$ cat config.mk
export PLATFORM = sky130hd
export DESIGN_NAME = mult_accumulator
export DESIGN_NICKNAME = d
export VERILOG_FILES = /design/src/rtl/mult_accumulator.sv
export SDC_FILE = /design/constraint.sdc
export NUM_CORES = 1
export LEC_CHECK = 0
export CAP_MARGIN = 10
export CORE_MARGIN = 8
export CORE_UTILIZATION = 34
export DETAILED_ROUTE_END_ITERATION = 12
export SLEW_MARGIN = 20
export SYNTH_ARGS = -nofsm -noshare
export SYNTH_HDL_FRONTEND = slang
export SYNTH_SLANG_ARGS = --single-unit
$ cat constraint.sdc
create_clock -name clk -period 3.4 [get_ports clk]
set_clock_uncertainty 0.15 [all_clocks]
set_input_delay 0.68 -clock clk [delete_from_list [all_inputs] [get_ports clk]]
set_output_delay 0.68 -clock clk [all_outputs]
set_load 0.05 [all_outputs]
$ cat src/rtl/mult_accumulator.sv
// Signed group accumulator fed by the Booth multiplier: sums products up to in_last, then holds the total.
// Build option: define MAC_SATURATE_EN to clamp the accumulator on signed overflow instead of wrapping.
module mult_accumulator #(
  parameter int NR_BITS  = 4,
  parameter int ACC_BITS = 16
) (
  input  logic                 clk,
  input  logic                 rst_n,
  input  logic                 in_valid_i,
  output logic                 in_ready_o,
  input  logic [2*NR_BITS-1:0] in_product_i,
  input  logic                 in_last_i,
  output logic                 out_valid_o,
  input  logic                 out_ready_i,
  output logic [ACC_BITS-1:0]  out_acc_o,
  output logic [7:0]           out_count_o,
  output logic                 out_overflow_o,
  output logic                 dbg_state_o
);

  localparam int PW = 2 * NR_BITS;

  // Handshake: a transfer happens on a rising edge where valid and ready are both 1.
  // Valid never waits on ready; ready and valid here are decoded from registered state only.
  typedef enum logic {
    ST_ACCUM = 1'b0,
    ST_HOLD  = 1'b1
  } state_e;

  state_e              state_q;
  logic                in_ready_q;
  logic                out_valid_q;
  logic [ACC_BITS-1:0] acc_q;
  logic [ACC_BITS-1:0] acc_d;
  logic [7:0]          count_q;
  logic [7:0]          count_d;
  logic                ovf_q;
  logic                ovf_d;

  logic signed [PW-1:0] prod_s;
  logic [ACC_BITS-1:0]  prod_ext;
  logic [ACC_BITS-1:0]  sum;
  logic                 add_ovf;

`ifdef MAC_SATURATE_EN
  localparam logic [ACC_BITS-1:0] ACC_MAX = {1'b0, {(ACC_BITS-1){1'b1}}};
  localparam logic [ACC_BITS-1:0] ACC_MIN = {1'b1, {(ACC_BITS-1){1'b0}}};
`endif

  assign prod_s   = $signed(in_product_i);
  assign prod_ext = ACC_BITS'(prod_s);

  always_comb begin
    sum     = acc_q + prod_ext;
    // Overflow: operands share a sign and the result sign differs from it.
    add_ovf = (acc_q[ACC_BITS-1] == prod_ext[ACC_BITS-1]) &&
              (sum[ACC_BITS-1] != acc_q[ACC_BITS-1]);
    acc_d   = sum;
`ifdef MAC_SATURATE_EN
    if (add_ovf) begin
      acc_d = acc_q[ACC_BITS-1] ? ACC_MIN : ACC_MAX;
    end
`endif
    count_d = (count_q == 8'hFF) ? count_q : count_q + 8'd1;
    ovf_d   = ovf_q | add_ovf;
  end

  always_ff @(posedge clk or negedge rst_n) begin
    if (!rst_n) begin
      state_q     <= ST_ACCUM;
      in_ready_q  <= 1'b1;
      out_valid_q <= 1'b0;
      acc_q       <= '0;
      count_q     <= '0;
      ovf_q       <= 1'b0;
    end else begin
      case (state_q)
        ST_ACCUM: begin
          if (in_valid_i) begin
            acc_q   <= acc_d;
            count_q <= count_d;
            ovf_q   <= ovf_d;
            if (in_last_i) begin
              state_q     <= ST_HOLD;
              in_ready_q  <= 1'b0;
              out_valid_q <= 1'b1;
            end
          end
        end
        ST_HOLD: begin
          // Release clears the group; ready returns one cycle later (no bypass).
          if (out_ready_i) begin
            state_q     <= ST_ACCUM;
            in_ready_q  <= 1'b1;
            out_valid_q <= 1'b0;
            acc_q       <= '0;
            count_q     <= '0;
            ovf_q       <= 1'b0;
          end
        end
        default: begin
          state_q     <= ST_ACCUM;
          in_ready_q  <= 1'b1;
          out_valid_q <= 1'b0;
        end
      endcase
    end
  end

  assign in_ready_o     = in_ready_q;
  assign out_valid_o    = out_valid_q;
  assign out_acc_o      = acc_q;
  assign out_count_o    = count_q;
  assign out_overflow_o = ovf_q;
  assign dbg_state_o    = state_q;

endmodule

**Word level (Yosys, flattened, before mapping)**

Index checks and enable logic that the tools add are counted.

- Bitwise logic cells: 2
- Equal/unequal tests: 7
- $add $sub $neg: 2
- Muxes and demuxes: 21
- Reductions and logical operators: 4

Operators with widths:

| cell | number |
|---|---|
| $mux W16 | 2 |
| $pmux W16 S2 | 1 |
| $mux W8 | 3 |
| $add A16 B16 Y16 | 1 |
| $pmux W8 S2 | 1 |
| $mux W1 | 10 |
| $add A8 B1 Y8 const B | 1 |
| $eq A8 B8 Y1 const B | 1 |
| $ne A2 B2 Y1 const B | 4 |
| $pmux W1 S2 | 4 |
| $reduce_and A3 Y1 | 2 |
| $reduce_and A2 Y1 | 1 |
| $eq A1 B1 Y1 | 1 |
| $logic_and A1 B1 Y1 | 1 |
| $ne A1 B1 Y1 | 1 |
| $not A1 Y1 | 1 |
| $or A1 B1 Y1 | 1 |

- Input port bits: 13
- Bits in registers: 28
- Logic and storage cells: 42
- Output and inout bits: 28

**Depth between registers and ports, before layout**

Gate-level depths: netlist (run 1).

- Depth in word-level cells: 6
- Mapped depth: 8
- Gate-level depth less buffers: 8

**Least setup slack after synthesis (run 1)**

No wires, ideal clock.

- Path type: input to register
- Start point: input in_product_i[0]
- End point: register acc_q[14], in the netlist out_acc_o[14]
- Arrival time: 2.483 ns
- Setup time: 0.069 ns
- Data required time: 3.181 ns
- Stages on the path: 8
- Setup slack: 0.698 ns
- Path buffers: 0
- Cells stage by stage: ha_1 -> fa_1 -> a211oi_2 -> nor2_1 -> o311ai_2 -> nand3_1 -> a2111o_1 -> nand3_1

- Longest elaborated chain between the ends: 3

Ends and longest elaborated chain:

| element | line | source |
|---|---|---|
| start: declaration | 11 | `input logic [2*NR_BITS-1:0] in_product_i,` |
| $add A16 B16 Y16 | 54 | `sum = acc_q + prod_ext;` |
| $mux W16 | 79 | `if (in_valid_i) begin` |
| $pmux W16 S2 | 77 | `case (state_q)` |
| end signal: assignment | 73 | `acc_q <= '0;` |
| end signal: assignment | 80 | `acc_q <= acc_d;` |
| end signal: assignment | 96 | `acc_q <= '0;` |
| end: declaration | 33 | `logic [ACC_BITS-1:0] acc_q;` |

No other way between the ends. The select of a mux whose other input is x is not followed.
A chain may end at the register's enable or synchronous reset.

**Worst setup path in the final report (run 1)**

Ends and elaborated chain as after synthesis.

==> results of run 1 <==
layout by cell type (no fill, tap or decap), types with 2 or more instances in the layout:
cell type / Yosys / layout
sky130_fd_sc_hd__nor2b_1: 2 / 2
sky130_fd_sc_hd__a21oi_1: 7 / 7
sky130_fd_sc_hd__o21ai_2: 2 / 2
sky130_fd_sc_hd__and2_1: 2 / 2
sky130_fd_sc_hd__inv_1: 3 / 3
sky130_fd_sc_hd__mux2i_1: 4 / 4
sky130_fd_sc_hd__a21o_1: 4 / 4
sky130_fd_sc_hd__o21ai_0: 12 / 12
sky130_fd_sc_hd__clkbuf_8: 0 / 3
sky130_fd_sc_hd__nand3_1: 3 / 3
sky130_fd_sc_hd__a22o_1: 6 / 6
sky130_fd_sc_hd__and3_1: 4 / 4
sky130_fd_sc_hd__dfrtp_1: 27 / 27
sky130_fd_sc_hd__a211oi_2: 2 / 2
sky130_fd_sc_hd__nand2_1: 29 / 29
sky130_fd_sc_hd__o31ai_1: 4 / 4
sky130_fd_sc_hd__a31oi_1: 3 / 3
sky130_fd_sc_hd__clkdlybuf4s50_1: 0 / 40
sky130_fd_sc_hd__nor2_1: 18 / 18
sky130_fd_sc_hd__ha_1: 16 / 16
sky130_fd_sc_hd__xor2_1: 12 / 12
sky130_fd_sc_hd__xnor2_1: 4 / 4
sky130_fd_sc_hd__buf_4: 0 / 6
sky130_fd_sc_hd__nand4_1: 3 / 3
final cells by class:
class / count / share of cell area
Clock buffer: 3 / 0.0171
Clock inverter: 1 / 0.0124
Inverter: 3 / 0.00466
Multi-Input combinational cell: 155 / 0.455
Sequential cell: 28 / 0.291
Tap cell: 70 / 0.0363
Timing Repair Buffer: 46 / 0.184
registers in the layout, indices dropped and copies added (netlist names):
| register | cells |
|---|---|
| out_count_o | 8 |
| out_acc_o | 16 |
| dbg_state_o | 1 |
| out_valid_o | 1 |
| in_ready_o | 1 |
| out_overflow_o | 1 |
cell usage after synthesis, types with 2 or more instances:
cell type                  instances  area [µm²]
sky130_fd_sc_hd__a211oi_2          2        25.0
sky130_fd_sc_hd__a21o_1            4        30.0
sky130_fd_sc_hd__a21oi_1           7        35.0
sky130_fd_sc_hd__a22o_1            6        52.6
sky130_fd_sc_hd__a31oi_1           3        18.8
sky130_fd_sc_hd__and2_1            2        12.5
sky130_fd_sc_hd__and3_1            4        25.0
sky130_fd_sc_hd__clkbuf_1          4        15.0
sky130_fd_sc_hd__dfrtp_1          27         676
sky130_fd_sc_hd__ha_1             16         200
sky130_fd_sc_hd__inv_1             3        11.3
sky130_fd_sc_hd__mux2i_1           4        40.0
sky130_fd_sc_hd__nand2_1          29         109
sky130_fd_sc_hd__nand3_1           3        15.0
sky130_fd_sc_hd__nand4_1           3        18.8
sky130_fd_sc_hd__nor2_1           18        67.6
sky130_fd_sc_hd__nor2b_1           2        12.5
sky130_fd_sc_hd__o21ai_0          12        60.1
sky130_fd_sc_hd__o21ai_2           2        17.5
sky130_fd_sc_hd__o31ai_1           4        30.0
sky130_fd_sc_hd__xnor2_1           4        35.0
sky130_fd_sc_hd__xor2_1           12         105
worst min-delay path, stage by stage, from the launching register on:
cell and delay [ns]:
sky130_fd_sc_hd__dfstp_2 0.38, sky130_fd_sc_hd__nand2_1 0.05, sky130_fd_sc_hd__nand2_1 0.04
power by group:
group / leakage (nW) / total, W / switching, W / internal (W)
Combinational: 0.714 / 0.00148 / 0.000910 / 0.000567
Sequential: 0.355 / 0.000562 / 0.000109 / 0.000453
Clock: 0.0357 / 0.000268 / 0.000111 / 0.000158
Total: 1.10 / 0.00231 / 0.00113 / 0.00118
worst paths after layout:
| path | end | slack (ns) | depth (start not counted) |
|---|---|---|---|
| setup / recovery | out_acc_o[14] | 0.40 | 9 |
| hold / removal | in_ready_o | 0.32 | 2 |
| setup reg to reg | out_acc_o[14] | 0.80 | 8 |
| hold reg to reg | in_ready_o | 0.32 | 2 |
| max in group asynchronous | in_ready_o | 2.16 | 2 |
| min in group asynchronous | out_acc_o[2] | 0.62 | 2 |
kinds of logic after synthesis:
kind of cell | Yosys count | share of synthesized area
AND/OR/NAND/NOR | 65 | 0.158
AO/OA/AOI/OAI | 53 | 0.225
flip-flops | 28 | 0.384
adder cells (fa/ha/maj) | 17 | 0.121
XOR/XNOR | 16 | 0.0767
buffers and inverters | 7 | 0.0144
multiplexers | 4 | 0.0219
metal layers:
layer / wire [µm] / GRT usage / vias up / part of all wire
met5: 0 / 0 / - / 0
met2: 1980 / 0.187 / 28 / 0.44
met3: 149 / 0.0156 / 4 / 0.033
met1: 2290 / 0.166 / 724 / 0.51
met4: 61 / 0.0453 / 0 / 0.014
li1: - / - / 788 / -
per-stage QoR:
step / cells / utilization / hold slack, ns / setup WS (ns)
after floorplan: 190 / - / 0.234 / 0.698
after global placement: 302 / 0.456 / 0.299 / 0.140
after detailed placement: 302 / 0.456 / 0.308 / 0.118
after CTS: 306 / 0.470 / 0.322 / 0.399
after global routing: 306 / 0.470 / 0.364 / 0.267
final: 306 / 0.470 / 0.319 / 0.396
==> flow_metrics.py, run 1 <==
metrics = {
    "final_layout": {
        "diodes": 0,
        "fin_area_um2": 2420,
        "sequential_cell_area_um2": 702,
        "flow.area_growth_from_synthesis_pct": 32.3,
        "layout-drive-gt1-share": 0.0805,
        "multiInputGateArea_um2": 1100,
        "design.final.nets": 267,
        "fillCellCount": 522,
    },
    "clock_tree": {
        "cts_tree": "yes",
        "post-cts-setup-buffers": 0,
        "worst_path_clk_slew_ns": 0.10,
        "ctsHoldBuffers": 0,
        "cts_root_buffer": "sky130_fd_sc_hd__clkbuf_8",
        "numCtsBuffers": 3,
        "postCtsResizedCells": 0,
        "cts_sinks": 28,
        "h-tree-depth": 1,
        "clk-insertion-delay-late_ns": 0.28,
        "clk_path_buf_depth": 2,
    },
    "worst_setup_path": {
        "critical_path_buf_inv_count": 1,
        "crit_arrival_ns": 3.07,
        "worst_setup_path_end_kind": "flip-flop",
        "crit_path_cell_trace": "clkdlybuf4s50_1 -> ha_1 -> fa_1 -> a211oi_2 -> nor2_1 -> o311ai_2 -> nand3_1 -> a2111o_1 -> nand3_1",
        "rr_startpoint": "out_acc_o[0]",
        "critical_path_class": "in2reg",
        "crit_slowest_cell": "sky130_fd_sc_hd__fa_1",
        "critical_path_required_ns": 3.46,
        "critPathMostFrequentCell": "sky130_fd_sc_hd__nand3_1",
        "worst_path_maximum_fanout": 4,
        "timing.critical_path.max_delay_family": "compound AO/OA/AOI/OAI gates",
        "critPathLaunchType": "input pin",
        "cpPeakStageDelay_ns": 0.46,
        "crit_path_start": "in_product_i[0]",
    },
    "timing": {
        "rsz0062_at_grt": "false",
        "fin_tns_setup_ns": 0,
        "setup_viol": 0,
        "fmaxAchievable_mhz": 333,
        "min_period_ns": 3.00,
        "finalHoldViolations": 0,
        "slew-limit-headroom": 0.650,
        "final-max-slew-violation-count": 0,
        "transition_at_the_pin_with_the_smallest_max_transition_slack_ns": 0.523,
        "period_share": 0.883,
    },
    "pwr": {
        "powerDensity_nw_per_um2": 955,
        "total_power_w": 0.00231,
        "cellLeakagePower_nw": 1.10,
        "worst_ir_drop_vdd_v": 0.000551,
    },
    "synthesis": {
        "syn-instance-count": 190,
        "synthFlopType": "sky130_fd_sc_hd__dfrtp_1",
        "mappedNetlistNets": 220,
        "synth_area_um2": 1830,
        "post_synth_arst_share": 1.00,
        "synth_edf_count": 0,
        "synth_warnings": 0,
        "total_of_flip_flops_plus_latches_after_synthesis": 28,
        "synth-seq-area-share": 0.384,
        "ys_types": 41,
        "avgSynthCellArea_um2": 9.61,
    },
    "floorplanning": {
        "die_w_um": 89.3,
        "initial_utilization": 0.355,
        "rows": 26,
        "core-area_um2": 5140,
        "overall_die_area_um2": 7970,
        "die_y_um": 89.3,
        "num_io_pins": 41,
    },
    "routing": {
        "wl_per_cell_um": 14.6,
        "drt_first_pass_iters": 4,
        "wirelength_um": 4480,
        "drt_drc_violations_left": 0,
        "vias": 1544,
        "detail_route.iter0.violations": 81,
        "route.detailed.vias_per_inst": 5.05,
        "drt.antenna.violating_nets": 0,
    },
    "grt": {
        "overflow": 0,
        "antenna_found_initial": 0,
        "grt_pass1_wl_um": 7670,
        "global_route.usage.total": 0.121,
        "first_global_vias": 1606,
        "maximum_number_of_pins_on_one_net_before_global_route_repair": 29,
    },
    "placed_design": {
        "gp_congestion": 0.811,
        "io_port_bufs": 40,
        "post_dp_cell_area_um2": 2340,
        "hpwl_um": 3400,
    },
    "status": {
        "status": "finished, final reports clean",
    },
    "worst_hold_path": {
        "hold_path.class": "reg2reg",
        "timing.hold.worst.start": "in_ready_o",
    },
    "flow_run": {
        "max_cap_viol_count": 0,
    },
}
Power figures use the tool's default switching activity.
==> run 2, diff against run 1 <==
Settings changed: RECOVER_POWER set to 100.
==> flow_metrics.py, run 2 (same netlist as run 1, synthesis figures left out) <==
metrics = {
    "status": {
        "status": "finished with violations",
        "failing_checks": "capacitance limit, slew limit",
    },
    "grt": {
        "maximum_number_of_pins_on_one_net_before_global_route_repair": 29,
        "grt_pass1_wl_um": 7670,
        "antenna_found_initial": 0,
        "global_route.usage.total": 0.121,
        "overflow": 0,
        "first_global_vias": 1606,
    },
    "placed_design": {
        "io_port_bufs": 40,
        "gp_congestion": 0.811,
        "hpwl_um": 3400,
    },
    "worst_setup_path": {
        "timing.critical_path.max_delay_family": "compound AO/OA/AOI/OAI gates",
        "critical_path_class": "in2reg",
        "crit_path_cell_trace": "dlygate4sd3_1 -> ha_1 -> a211oi_1 -> o21ai_0 -> o211a_4 -> nor2_1 -> o21ai_0 -> a221o_1",
        "worst_setup_path_end_kind": "flip-flop",
        "critical_path_buf_inv_count": 1,
        "crit_slowest_cell": "sky130_fd_sc_hd__dlygate4sd3_1",
        "critPathMostFrequentCell": "sky130_fd_sc_hd__o21ai_0",
        "crit_arrival_ns": 3.10,
        "worst_path_maximum_fanout": 3,
        "critPathLaunchType": "input pin",
        "worst_r2r_endpoint": "out_acc_o[14]",
        "critical_path_required_ns": 3.41,
        "setup.reg_to_reg.worst_slack_ns": 0.77,
        "rr_startpoint": "out_acc_o[0]",
        "cpPeakStageDelay_ns": 0.59,
        "worst-r2r-cell-count": 8,
    },
    "routing": {
        "route.detailed.vias_per_inst": 5.05,
        "drt_first_pass_iters": 4,
        "wirelength_um": 4470,
        "wl_per_cell_um": 14.6,
        "wl_met3_um": 132,
        "m1WireLength_um": 2280,
        "highest_layer": "met4",
        "met2_wirelength_um": 2000,
        "drt.antenna.violating_nets": 0,
        "detail_route.iter0.violations": 92,
        "vias": 1546,
        "drt_drc_violations_left": 0,
    },
    "final_layout": {
        "largest_reg_flops": 16,
        "multiInputGateArea_um2": 1080,
        "design.final.nets": 267,
        "diodes": 0,
        "final_common_cell": "sky130_fd_sc_hd__dlygate4sd3_1",
        "sequential_cell_area_um2": 702,
        "fillCellCount": 528,
        "mostFrequentLayoutCells": "sky130_fd_sc_hd__dlygate4sd3_1, sky130_fd_sc_hd__nand2_1, sky130_fd_sc_hd__dfrtp_1, sky130_fd_sc_hd__nor2_1, sky130_fd_sc_hd__ha_1",
        "flow.area_growth_from_synthesis_pct": 30.5,
        "layout-drive-gt1-share": 0.0508,
    },
    "clock_tree": {
        "ctsHoldBuffers": 0,
        "clk_path_buf_depth": 2,
        "post-cts-setup-buffers": 0,
        "worst_path_clk_slew_ns": 0.10,
        "cts_tree": "yes",
        "cts_root_buffer": "sky130_fd_sc_hd__clkbuf_8",
        "cts_sinks": 28,
        "numCtsBuffers": 3,
        "clk-insertion-delay-late_ns": 0.28,
        "h-tree-depth": 1,
        "postCtsResizedCells": 0,
    },
    "floorplanning": {
        "initial_utilization": 0.355,
        "die_w_um": 89.3,
        "die_y_um": 89.3,
        "rows": 26,
        "overall_die_area_um2": 7970,
        "core-area_um2": 5140,
        "num_io_pins": 41,
    },
    "worst_hold_path": {
        "timing.hold.worst.start": "in_ready_o",
        "min_path_cells": 2,
        "holdPathEnd": "in_ready_o",
        "hold_path.class": "reg2reg",
    },
    "timing": {
        "fin_tns_setup_ns": 0,
        "finalHoldViolations": 0,
        "min_period_ns": 3.09,
        "setup_viol": 0,
        "rsz0062_at_grt": "false",
        "slew-limit-headroom": -0.0430,
        "final-max-slew-violation-count": 29,
        "period_share": 0.908,
        "fmaxAchievable_mhz": 324,
        "transition_at_the_pin_with_the_smallest_max_transition_slack_ns": 1.56,
    },
    "pwr": {
        "worst_ir_drop_vdd_v": 0.000531,
        "cellLeakagePower_nw": 1.14,
        "powerDensity_nw_per_um2": 938,
        "total_power_w": 0.00224,
    },
    "flow_run": {
        "max_cap_viol_count": 1,
    },
}
run 2: cell types whose count changed in the layout (fill, tap and decap cells not counted), moves of 2 or more:
cell                              change
sky130_fd_sc_hd__a211oi_1             +2
sky130_fd_sc_hd__clkdlybuf4s50_1     -31
sky130_fd_sc_hd__a211oi_2             -2
sky130_fd_sc_hd__buf_4                -3
sky130_fd_sc_hd__clkbuf_1             +3
sky130_fd_sc_hd__dlygate4sd3_1       +31
run 2: worst max-delay path by stage:
stage	start	end	slack [ns]	cells past startpoint
after floorplan	in_product_i[0]	out_acc_o[14]	0.70	8
after global placement	in_product_i[0]	out_acc_o[14]	0.14	9
after detailed placement	in_product_i[0]	out_acc_o[14]	0.12	9
after CTS	in_product_i[0]	out_acc_o[14]	0.40	9
after global routing	in_product_i[1]	out_acc_o[11]	0.15	8
final	in_product_i[1]	out_acc_o[11]	0.31	8
run 2: through the flow:
| step | instances | hold WS [ns] | worst slack [ns] | utilization | area, µm² |
|---|---|---|---|---|---|
| 2_1_floorplan | 190 | 0.234 | 0.698 | - | 1830 |
| 3_3_place_gp | 302 | 0.299 | 0.140 | 0.456 | 2340 |
| 3_5_place_dp | 302 | 0.308 | 0.118 | 0.456 | 2340 |
| 4_1_cts | 306 | 0.322 | 0.399 | 0.470 | 2420 |
| 5_1_grt | 306 | 0.362 | 0.153 | 0.464 | 2380 |
| 6_report | 306 | 0.314 | 0.314 | 0.464 | 2380 |
run 2: tightest hold or removal path: stages, from the launching register on:
cell and delay [ns]:
sky130_fd_sc_hd__dfstp_2 0.38, sky130_fd_sc_hd__nand2_1 0.05, sky130_fd_sc_hd__nand2_1 0.04
run 2: metal layers:
layer | vias up | track usage
met4 | 0 | 0.0453
met5 | - | 0
met3 | 4 | 0.0156
met2 | 27 | 0.187
met1 | 728 | 0.166
li1 | 787 | -
run 2: power breakdown:
group	switching (W)	leakage [nW]	total, W	internal (W)
Clock	0.000110	0.0357	0.000267	0.000158
Sequential	0.000104	0.355	0.000557	0.000453
Combinational	0.000901	0.747	0.00141	0.000512
run 2: layout make-up:
class | instances | share of cell area
tap | 70 | 0.0367
clock buffer | 3 | 0.0173
clock inverter | 1 | 0.0126
multi-input combinational | 155 | 0.452
sequential | 28 | 0.294
inverter | 3 | 0.00472
timing repair buffer | 46 | 0.182
